[src/rtl/sr_latch_driver.sv]
// Clocked front end for an SR latch: synchronises and debounces set/clear requests,
// drives a fixed-width s or r pulse, then confirms the flip via the q/qbar feedback.

module sr_latch_debounce #(
  parameter int unsigned DEBOUNCE_CYCLES = 4,
  parameter int unsigned CNT_W           = 8
) (
  input  logic clk,
  input  logic rst,
  input  logic level,
  output logic accept
);

  logic [CNT_W-1:0] cnt_q, cnt_d;
  logic             armed_q, armed_d;

  // Saturating run-length counter; one acceptance per high run.
  always_comb begin
    accept = armed_q && (cnt_q == CNT_W'(DEBOUNCE_CYCLES));
    if (level) begin
      cnt_d   = (cnt_q == {CNT_W{1'b1}}) ? cnt_q : cnt_q + CNT_W'(1);
      armed_d = armed_q && !accept;
    end else begin
      cnt_d   = {CNT_W{1'b0}};
      armed_d = 1'b1;
    end
  end

  always_ff @(posedge clk or posedge rst) begin
    if (rst) begin
      cnt_q   <= {CNT_W{1'b0}};
      armed_q <= 1'b1;
    end else begin
      cnt_q   <= cnt_d;
      armed_q <= armed_d;
    end
  end

endmodule

module sr_latch_driver #(
  parameter int unsigned DEBOUNCE_CYCLES = 4,
  parameter int unsigned PULSE_CYCLES    = 2,
  parameter int unsigned TIMEOUT_CYCLES  = 8,
  parameter int unsigned CNT_W           = 8
) (
  input  logic clk,
  input  logic rst,
  input  logic set_req,
  input  logic clr_req,
  input  logic q_fb,
  input  logic qbar_fb,
  output logic s,
  output logic r,
  output logic busy,
  output logic done,
  output logic conflict,
  output logic err
);

  typedef enum logic [1:0] {
    ST_IDLE  = 2'd0,
    ST_PULSE = 2'd1,
    ST_CHECK = 2'd2,
    ST_ERROR = 2'd3
  } state_t;

  typedef enum logic {
    OP_SET = 1'b0,
    OP_CLR = 1'b1
  } op_t;

  logic [3:0]       sync1_q, sync2_q;
  logic             set_sync_s, clr_sync_s, q_sync_s, qbar_sync_s;
  logic             acc_set_s, acc_clr_s, match_s;

  state_t           state_q, state_d;
  op_t              op_q, op_d;
  logic [CNT_W-1:0] pulse_cnt_q, pulse_cnt_d;
  logic [CNT_W-1:0] to_cnt_q, to_cnt_d;
  logic             s_q, s_d, r_q, r_d;
  logic             busy_q, busy_d, done_q, done_d;
  logic             conflict_q, conflict_d, err_q, err_d;

  // Two-flop synchronisers for every asynchronous input.
  always_ff @(posedge clk or posedge rst) begin
    if (rst) begin
      sync1_q <= 4'b0000;
      sync2_q <= 4'b0000;
    end else begin
      sync1_q <= {set_req, clr_req, q_fb, qbar_fb};
      sync2_q <= sync1_q;
    end
  end

  assign set_sync_s  = sync2_q[3];
  assign clr_sync_s  = sync2_q[2];
  assign q_sync_s    = sync2_q[1];
  assign qbar_sync_s = sync2_q[0];

  sr_latch_debounce #(
    .DEBOUNCE_CYCLES(DEBOUNCE_CYCLES),
    .CNT_W          (CNT_W)
  ) u_deb_set (
    .clk   (clk),
    .rst   (rst),
    .level (set_sync_s),
    .accept(acc_set_s)
  );

  sr_latch_debounce #(
    .DEBOUNCE_CYCLES(DEBOUNCE_CYCLES),
    .CNT_W          (CNT_W)
  ) u_deb_clr (
    .clk   (clk),
    .rst   (rst),
    .level (clr_sync_s),
    .accept(acc_clr_s)
  );

  assign match_s = (op_q == OP_SET) ? (q_sync_s && !qbar_sync_s)
                                    : (!q_sync_s && qbar_sync_s);

  // Next-state and next-output logic; outputs are derived from the next state so they register cleanly.
  always_comb begin
    state_d     = state_q;
    op_d        = op_q;
    pulse_cnt_d = pulse_cnt_q;
    to_cnt_d    = to_cnt_q;
    done_d      = 1'b0;
    conflict_d  = 1'b0;
    case (state_q)
      ST_IDLE, ST_ERROR: begin
        if (acc_set_s || acc_clr_s) begin
          state_d     = ST_PULSE;
          op_d        = acc_clr_s ? OP_CLR : OP_SET;
          conflict_d  = acc_set_s && acc_clr_s;
          pulse_cnt_d = CNT_W'(1);
          to_cnt_d    = {CNT_W{1'b0}};
        end else begin
          state_d = state_q;
        end
      end
      ST_PULSE: begin
        if (pulse_cnt_q >= CNT_W'(PULSE_CYCLES)) begin
          state_d  = ST_CHECK;
          to_cnt_d = CNT_W'(1);
        end else begin
          pulse_cnt_d = (pulse_cnt_q == {CNT_W{1'b1}}) ? pulse_cnt_q : pulse_cnt_q + CNT_W'(1);
        end
      end
      ST_CHECK: begin
        if (match_s) begin
          state_d = ST_IDLE;
          done_d  = 1'b1;
        end else if (to_cnt_q >= CNT_W'(TIMEOUT_CYCLES)) begin
          state_d = ST_ERROR;
        end else begin
          to_cnt_d = (to_cnt_q == {CNT_W{1'b1}}) ? to_cnt_q : to_cnt_q + CNT_W'(1);
        end
      end
      default: begin
        state_d = ST_IDLE;
      end
    endcase
    s_d    = (state_d == ST_PULSE) && (op_d == OP_SET);
    r_d    = (state_d == ST_PULSE) && (op_d == OP_CLR);
    busy_d = (state_d == ST_PULSE) || (state_d == ST_CHECK);
    err_d  = (state_d == ST_ERROR);
  end

  // FSM state, counters and registered outputs; reset clears s/r immediately.
  always_ff @(posedge clk or posedge rst) begin
    if (rst) begin
      state_q     <= ST_IDLE;
      op_q        <= OP_SET;
      pulse_cnt_q <= {CNT_W{1'b0}};
      to_cnt_q    <= {CNT_W{1'b0}};
      s_q         <= 1'b0;
      r_q         <= 1'b0;
      busy_q      <= 1'b0;
      done_q      <= 1'b0;
      conflict_q  <= 1'b0;
      err_q       <= 1'b0;
    end else begin
      state_q     <= state_d;
      op_q        <= op_d;
      pulse_cnt_q <= pulse_cnt_d;
      to_cnt_q    <= to_cnt_d;
      s_q         <= s_d;
      r_q         <= r_d;
      busy_q      <= busy_d;
      done_q      <= done_d;
      conflict_q  <= conflict_d;
      err_q       <= err_d;
    end
  end

  assign s        = s_q;
  assign r        = r_q;
  assign busy     = busy_q;
  assign done     = done_q;
  assign conflict = conflict_q;
  assign err      = err_q;

endmodule

[config.mk]
export PLATFORM = sky130hd
export DESIGN_NAME = sr_latch_driver
export DESIGN_NICKNAME = d
export VERILOG_FILES = /design/src/rtl/sr_latch_driver.sv
export SDC_FILE = /design/constraint.sdc
export NUM_CORES = 1
export LEC_CHECK = 0
export CAP_MARGIN = 5
export CORE_MARGIN = 2
export CORE_UTILIZATION = 55
export CTS_CLUSTER_DIAMETER = 100
export DETAILED_ROUTE_END_ITERATION = 16
export HOLD_SLACK_MARGIN = 0.03
export PLACE_DENSITY_LB_ADDON = 0.08
export SLEW_MARGIN = 20
export SYNTH_ARGS = -nofsm -noshare
export SYNTH_HDL_FRONTEND = slang
export SYNTH_HIERARCHICAL = 1
export SYNTH_SLANG_ARGS = --single-unit
[constraint.sdc]
create_clock -name clk -period 2.92 [get_ports clk]
set_input_delay 0.438 -clock clk [delete_from_list [all_inputs] [get_ports clk]]
set_output_delay 0.438 -clock clk [all_outputs]
set_load 0.01 [all_outputs]
==> results of run 1 <==
-- report_power, final --
group          leakage (nW)  switching, mW  internal (mW)
clock                0.0383          0.209          0.166
combinational         0.534          0.321          0.236
sequential            0.671         0.0632          0.776
-- worst max path at each step --
stage | startpoint | endpoint
floorplan | u_deb_clr/cnt_q[0] | r
global placement | u_deb_clr/cnt_q[0] | r
detailed placement | u_deb_clr/cnt_q[0] | s
CTS | u_deb_clr/cnt_q[0] | s
global route | u_deb_clr/cnt_q[0] | r
finish | u_deb_clr/cnt_q[0] | s
-- layout make-up --
class | count | area (um2) | share of cell area (%)
clock buffers | 7 | 76.3 | 2.78
inverters | 23 | 86.3 | 3.14
multi-input cells | 149 | 1110 | 40.6
flip-flops and latches | 51 | 1280 | 46.6
well taps | 52 | 65.1 | 2.37
repair buffers | 13 | 125 | 4.56
-- state kept, by name, summed over array words and instances, names as in the netlist --
name,count
busy,1
conflict,1
done,1
err,1
op_q,1
pulse_cnt_q,8
r,1
s,1
state_q,2
sync1_q,4
sync2_q,4
to_cnt_q,8
u_deb_clr/armed_q,1
u_deb_clr/cnt_q,8
u_deb_set/armed_q,1
u_deb_set/cnt_q,8
-- routing by layer --
metal / track usage, % / up-vias / routed length [um]
met5: 0 / - / 0
met4: 6.08 / 0 / 39
met3: 4.50 / 4 / 130
met2: 33.4 / 41 / 2280
met1: 26.5 / 872 / 2090
li1: - / 861 / -
-- critical path, cell delays in order (launching register included) --
cell	delay [ps]
dfrtp_1	470
inv_1	90
ha_1	200
nand4b_1	120
nor2_1	90
or3b_1	490
o22ai_1	150
o21ai_0	150
o31a_1	140
ha_1	200
and2_1	140
-- kinds of logic (layout without fill, tap and decap cells) --
kind of cell,Yosys count,count (layout)
AOI/OAI and AO/OA,55,55
adders and majority gates,12,12
buffers and inverters,28,43
DFF,51,51
muxes,2,2
and+or+nand+nor,80,80
-- cells in the mapped netlist (all sizes together), types with 3 or more instances --
cell type	n
a211oi	4
and3	7
a31oi	10
nand4	7
inv	23
nor3	11
a21o	3
nand2	8
and2	3
o21ai	11
ha	12
dfrtp	49
nor4	4
nor2b	8
and4	3
clkbuf	3
nand3	11
nor2	9
a21oi	11
-- metrics by stage --
stage	util, %	setup WS, ps	hold WS [ps]
after floorplan	-	803	265
after global placement	61.3	751	335
after detailed placement	61.3	635	343
after CTS	63.0	596	363
after global routing	63.0	440	380
final	63.0	575	362
==> flow_summary.toml, run 1 <==
[status]
status = "complete, no violations"

[die]
die_area_um2 = 5100
coreArea_um2 = 4350
placementRows = 24
num_io_pins = 12
fp.dieH_um = 71.4
die_w_um = 71.4
start_util_pct = 57.4

[yosys]
synthXorXnorAreaFrac_pct = 0
synth_compound_area_share_pct = 15.5
synth_area_leaders = "dfrtp_1 49%, ha_1 6.0%, inv_1 3.5%"
syn_inst = 228
syn-mean-instance-area_um2 = 11.0
synth_seq_area_share_pct = 51.2
synth_top_family_by_area = "simple AND/OR/NAND/NOR gates"
synthMuxAreaShare_pct = 0.851
synthDistinctLibCells = 50
synth-adder-area-share_pct = 6.01
synth_edf_count = 0
synth_top_area_share_pct = 49.0
synth_top_area_cell = "dfrtp_1"
ys_async_sr_fraction_pct = 100
synth_fp_nets = 246
yosys_warnings = 6
yosys.area_share.simple_pct = 22.2
netlist_area_um2 = 2500
synth_seq_cells = 51
synth_top_flop_cell = "dfrtp_1"

[final_layout]
fillers = 341
final-instance-count-excl-fill = 295
final_cell_area_um2 = 2750
drive_gt1_share_pct = 11.5
antenna_cells = 0
fin_nets = 261
mostFrequentLayoutCells = "49 x dfrtp_1, 23 x inv_1, 12 x ha_1"
final_common_cell = "dfrtp_1"
area_growth_pct = 9.81

[worst_setup_path]
cp_max_fo = 6
required_ps = 3100
arrival_ps = 2520
path_class = "flop to flop"
r2r_start = "u_deb_clr/cnt_q[0]"
r2r_end = "s"
ff2ff_path_depth = 10
reg2reg_slack_ps = 580
end_kind = "flop"
worst_setup_path_start_kind = "flop"

[power]
irDropWorstVdd_mv = 0.527
finalPower_mw = 1.77
power_leakage_nw = 1.24
powerDensity_nw_per_um2 = 645

[clock_network]
ctsHoldBuffers = 0
cts_buffer_depth = 2
cts_root_buf = "clkbuf_8"
htreeDepth = 2
clock_sinks = 51
clk_pin_slew_ps = 90
cts_tree = "built"
ctsResizeCount = 0
post-cts-setup-buffer-count = 0
clk_latency_ps = 290
cts_buffers = 5

[placed_design]
gp_congestion = 0.844
numPlacedInstances = 288
place_area_um2 = 2670
port_buffers = 11
dp_hpwl_um = 3270

[global_route]
grt_usage_pct = 20.1
grt_pass1_vias = 1788
grt_pass1_wl_um = 8250
grt_max_degree = 34
globalRouteOverflowTotal = 0
grt_antenna_before_repair = 0

[timing]
final.min_clock_period_ps = 2340
fin_crit_sh_pct = 80.3
hold_viol = 0
timing.final.max_slew_violations = 0
setup_viol = 0
relSlewSlack_pct = 70.6
max_freq_mhz = 426
worst_pin_slew_ps = 440
fin_worst_skew_ps = 7.20
tns_ps = 0
rsz0062_at_grt = "no"

[hold_path]
holdPathStages = 0
hp-start = "sync1_q[3]"
hp-class = "flop to flop"
worst_hold_path.endpoint = "sync2_q[3]"

[detailed_routing]
drt_iter0_drc = 117
ant_nets = 0
drc = 0
drt-pass1-iter-count = 4
drt-vias-per-instance = 6.03
vias = 1778
detail_route.wl_per_cell_um = 15.4
wirelength_um = 4540

[job]
maxCapViolCount = 0
No activity file was read; power rests on OpenSTA's default activity.
==> run 2, diff against run 1 <==
clock period = 2.45 ns   (was 2.92 ns; I/O delays follow)
==> run 2 against run 1 <==
Against the previous run: clock skew grew 2.5 ps; first-iteration DRC count fell by 15%; register-to-register slack got worse by 440 ps; non-clock buffer count did not move; sequential share of layout area down 0.79 points; via count is 1.3% higher; critical endpoint unchanged; highest routed layer unchanged.
==> flow_summary.toml, run 2 (synthesis results as in run 1) <==
[global_route]
grt_pass1_wl_um = 8670
grt_antenna_before_repair = 0
globalRouteOverflowTotal = 0
grt_usage_pct = 21.4
grt_max_degree = 34
grt_pass1_vias = 1864

[clock_network]
clk_latency_ps = 300
cts_tree = "built"
htreeDepth = 2
cts_buffer_depth = 2
clk_pin_slew_ps = 90
cts_root_buf = "clkbuf_8"
cts_buffers = 5
clock_sinks = 51

[detailed_routing]
drt-pass1-iter-count = 4
ant_nets = 0
detail_route.wl_per_cell_um = 16.6
drt-vias-per-instance = 6.09
wirelength_um = 4920
drc = 0
vias = 1802
drt_iter0_drc = 100

[power]
p_sw_mw = 0.741
pwr-share-comb_pct = 29.8
pwr-share-clk_pct = 26.4
internal_power_mw = 1.54
switching_share_pct = 32.5
seqPwrFrac_pct = 43.8
power_leakage_nw = 1.27
irDropWorstVdd_mv = 0.616
powerDensity_nw_per_um2 = 818

[timing]
worst_pin_slew_ps = 437
fin_worst_skew_ps = 9.68
max_freq_mhz = 431
rsz0062_at_grt = "no"
whs_ps = 347
final.min_clock_period_ps = 2320
hold_viol = 0
fin_crit_sh_pct = 94.7
relSlewSlack_pct = 70.8
tns_ps = 0
setup_viol = 0
worst_slack_ps = 131
timing.final.max_slew_violations = 0

[die]
fp.dieH_um = 71.4
start_util_pct = 57.4
placementRows = 24
coreArea_um2 = 4350
num_io_pins = 12
die_w_um = 71.4
die_area_um2 = 5100

[final_layout]
final-instance-count-excl-fill = 296
mostFrequentLayoutCells = "49 x dfrtp_1, 23 x inv_1, 12 x ha_1"
drive_gt1_share_pct = 13.1
final_common_cell = "dfrtp_1"
area_growth_pct = 11.7
fin_nets = 261
antenna_cells = 0
final_cell_area_um2 = 2790

[placed_design]
gp_congestion = 0.841
numPlacedInstances = 288
place_area_um2 = 2670
dp_hpwl_um = 3650
pre_cts_ws_ps = 171
port_buffers = 11

[worst_setup_path]
cp_max_fo = 6
ff2ff_path_depth = 10
arrival_ps = 2520
required_ps = 2650
worst_setup_path_start_kind = "flop"
end_kind = "flop"
path_class = "flop to flop"

[hold_path]
holdPathStages = 0
hp-class = "flop to flop"

[job]
maxCapViolCount = 0

[status]
status = "complete, no violations"
[run 2: final timing paths]
| kind | startpoint | endpoint | slack, ps |
|---|---|---|---|
| max | u_deb_clr/cnt_q[0] | s | 130 |
| min | sync1_q[1] | sync2_q[1] | 350 |
| max reg2reg | u_deb_clr/cnt_q[0] | s | 130 |
| min reg2reg | sync1_q[1] | sync2_q[1] | 350 |
| max in group asynchronous | rst | to_cnt_q[7] | 1640 |
| min in group asynchronous | rst | u_deb_clr/cnt_q[6] | 380 |
[run 2: layer usage]
layer  track usage, %  up-vias  share of wire, %
met5                0        -                 0
li1                 -      864                 -
met2             37.1       39                52
met4             6.92        0               1.3
met3             4.92       10               2.9
met1             26.6      889                43
[run 2: what timing repair did]
item / CTS / global route
gates resized for setup: 0 / 1
setup endpoints to repair: 0 / 3
hold buffers: 0 / 0
setup buffers: 0 / 0
hold endpoints to repair: 0 / 0
[run 2: per-stage QoR]
| stage | power [mW] | util (%) |
|---|---|---|
| 6_report | 2.28 | 64.1 |
| 5_1_grt | 2.43 | 64.1 |
| 4_1_cts | 2.31 | 64.0 |
| 3_5_place_dp | 1.70 | 61.3 |
| 3_3_place_gp | 1.66 | 61.3 |
| 2_1_floorplan | 1.49 | - |
[run 2: critical path: stages (launching register included)]
cell and delay [ps]:
dfrtp_1 470, inv_1 90, ha_1 200, nand4b_1 120
nor2_1 90, or3b_1 480, o22ai_1 150, o21ai_0 130
o31a_1 130, ha_1 210, and2_1 140
[run 2: layout make-up]
cell class,instances,area [um2]
timing repair buffer,13,125
fill,345,1560
tap,52,65.1
sequential,51,1280
inverter,23,86.3
multi-input combinational,149,1120
clock inverter,2,35.0
clock buffer,6,82.6
[run 2: power by group through the flow]
stage / logic [mW] / registers (mW) / clock network [mW]
global route: 0.767 / 1.01 / 0.648
global placement: 0.646 / 1.01 / 0
finish: 0.681 / 0.999 / 0.603
detailed placement: 0.681 / 1.01 / 0
floorplan: 0.482 / 1.01 / 0
CTS: 0.687 / 1.00 / 0.622
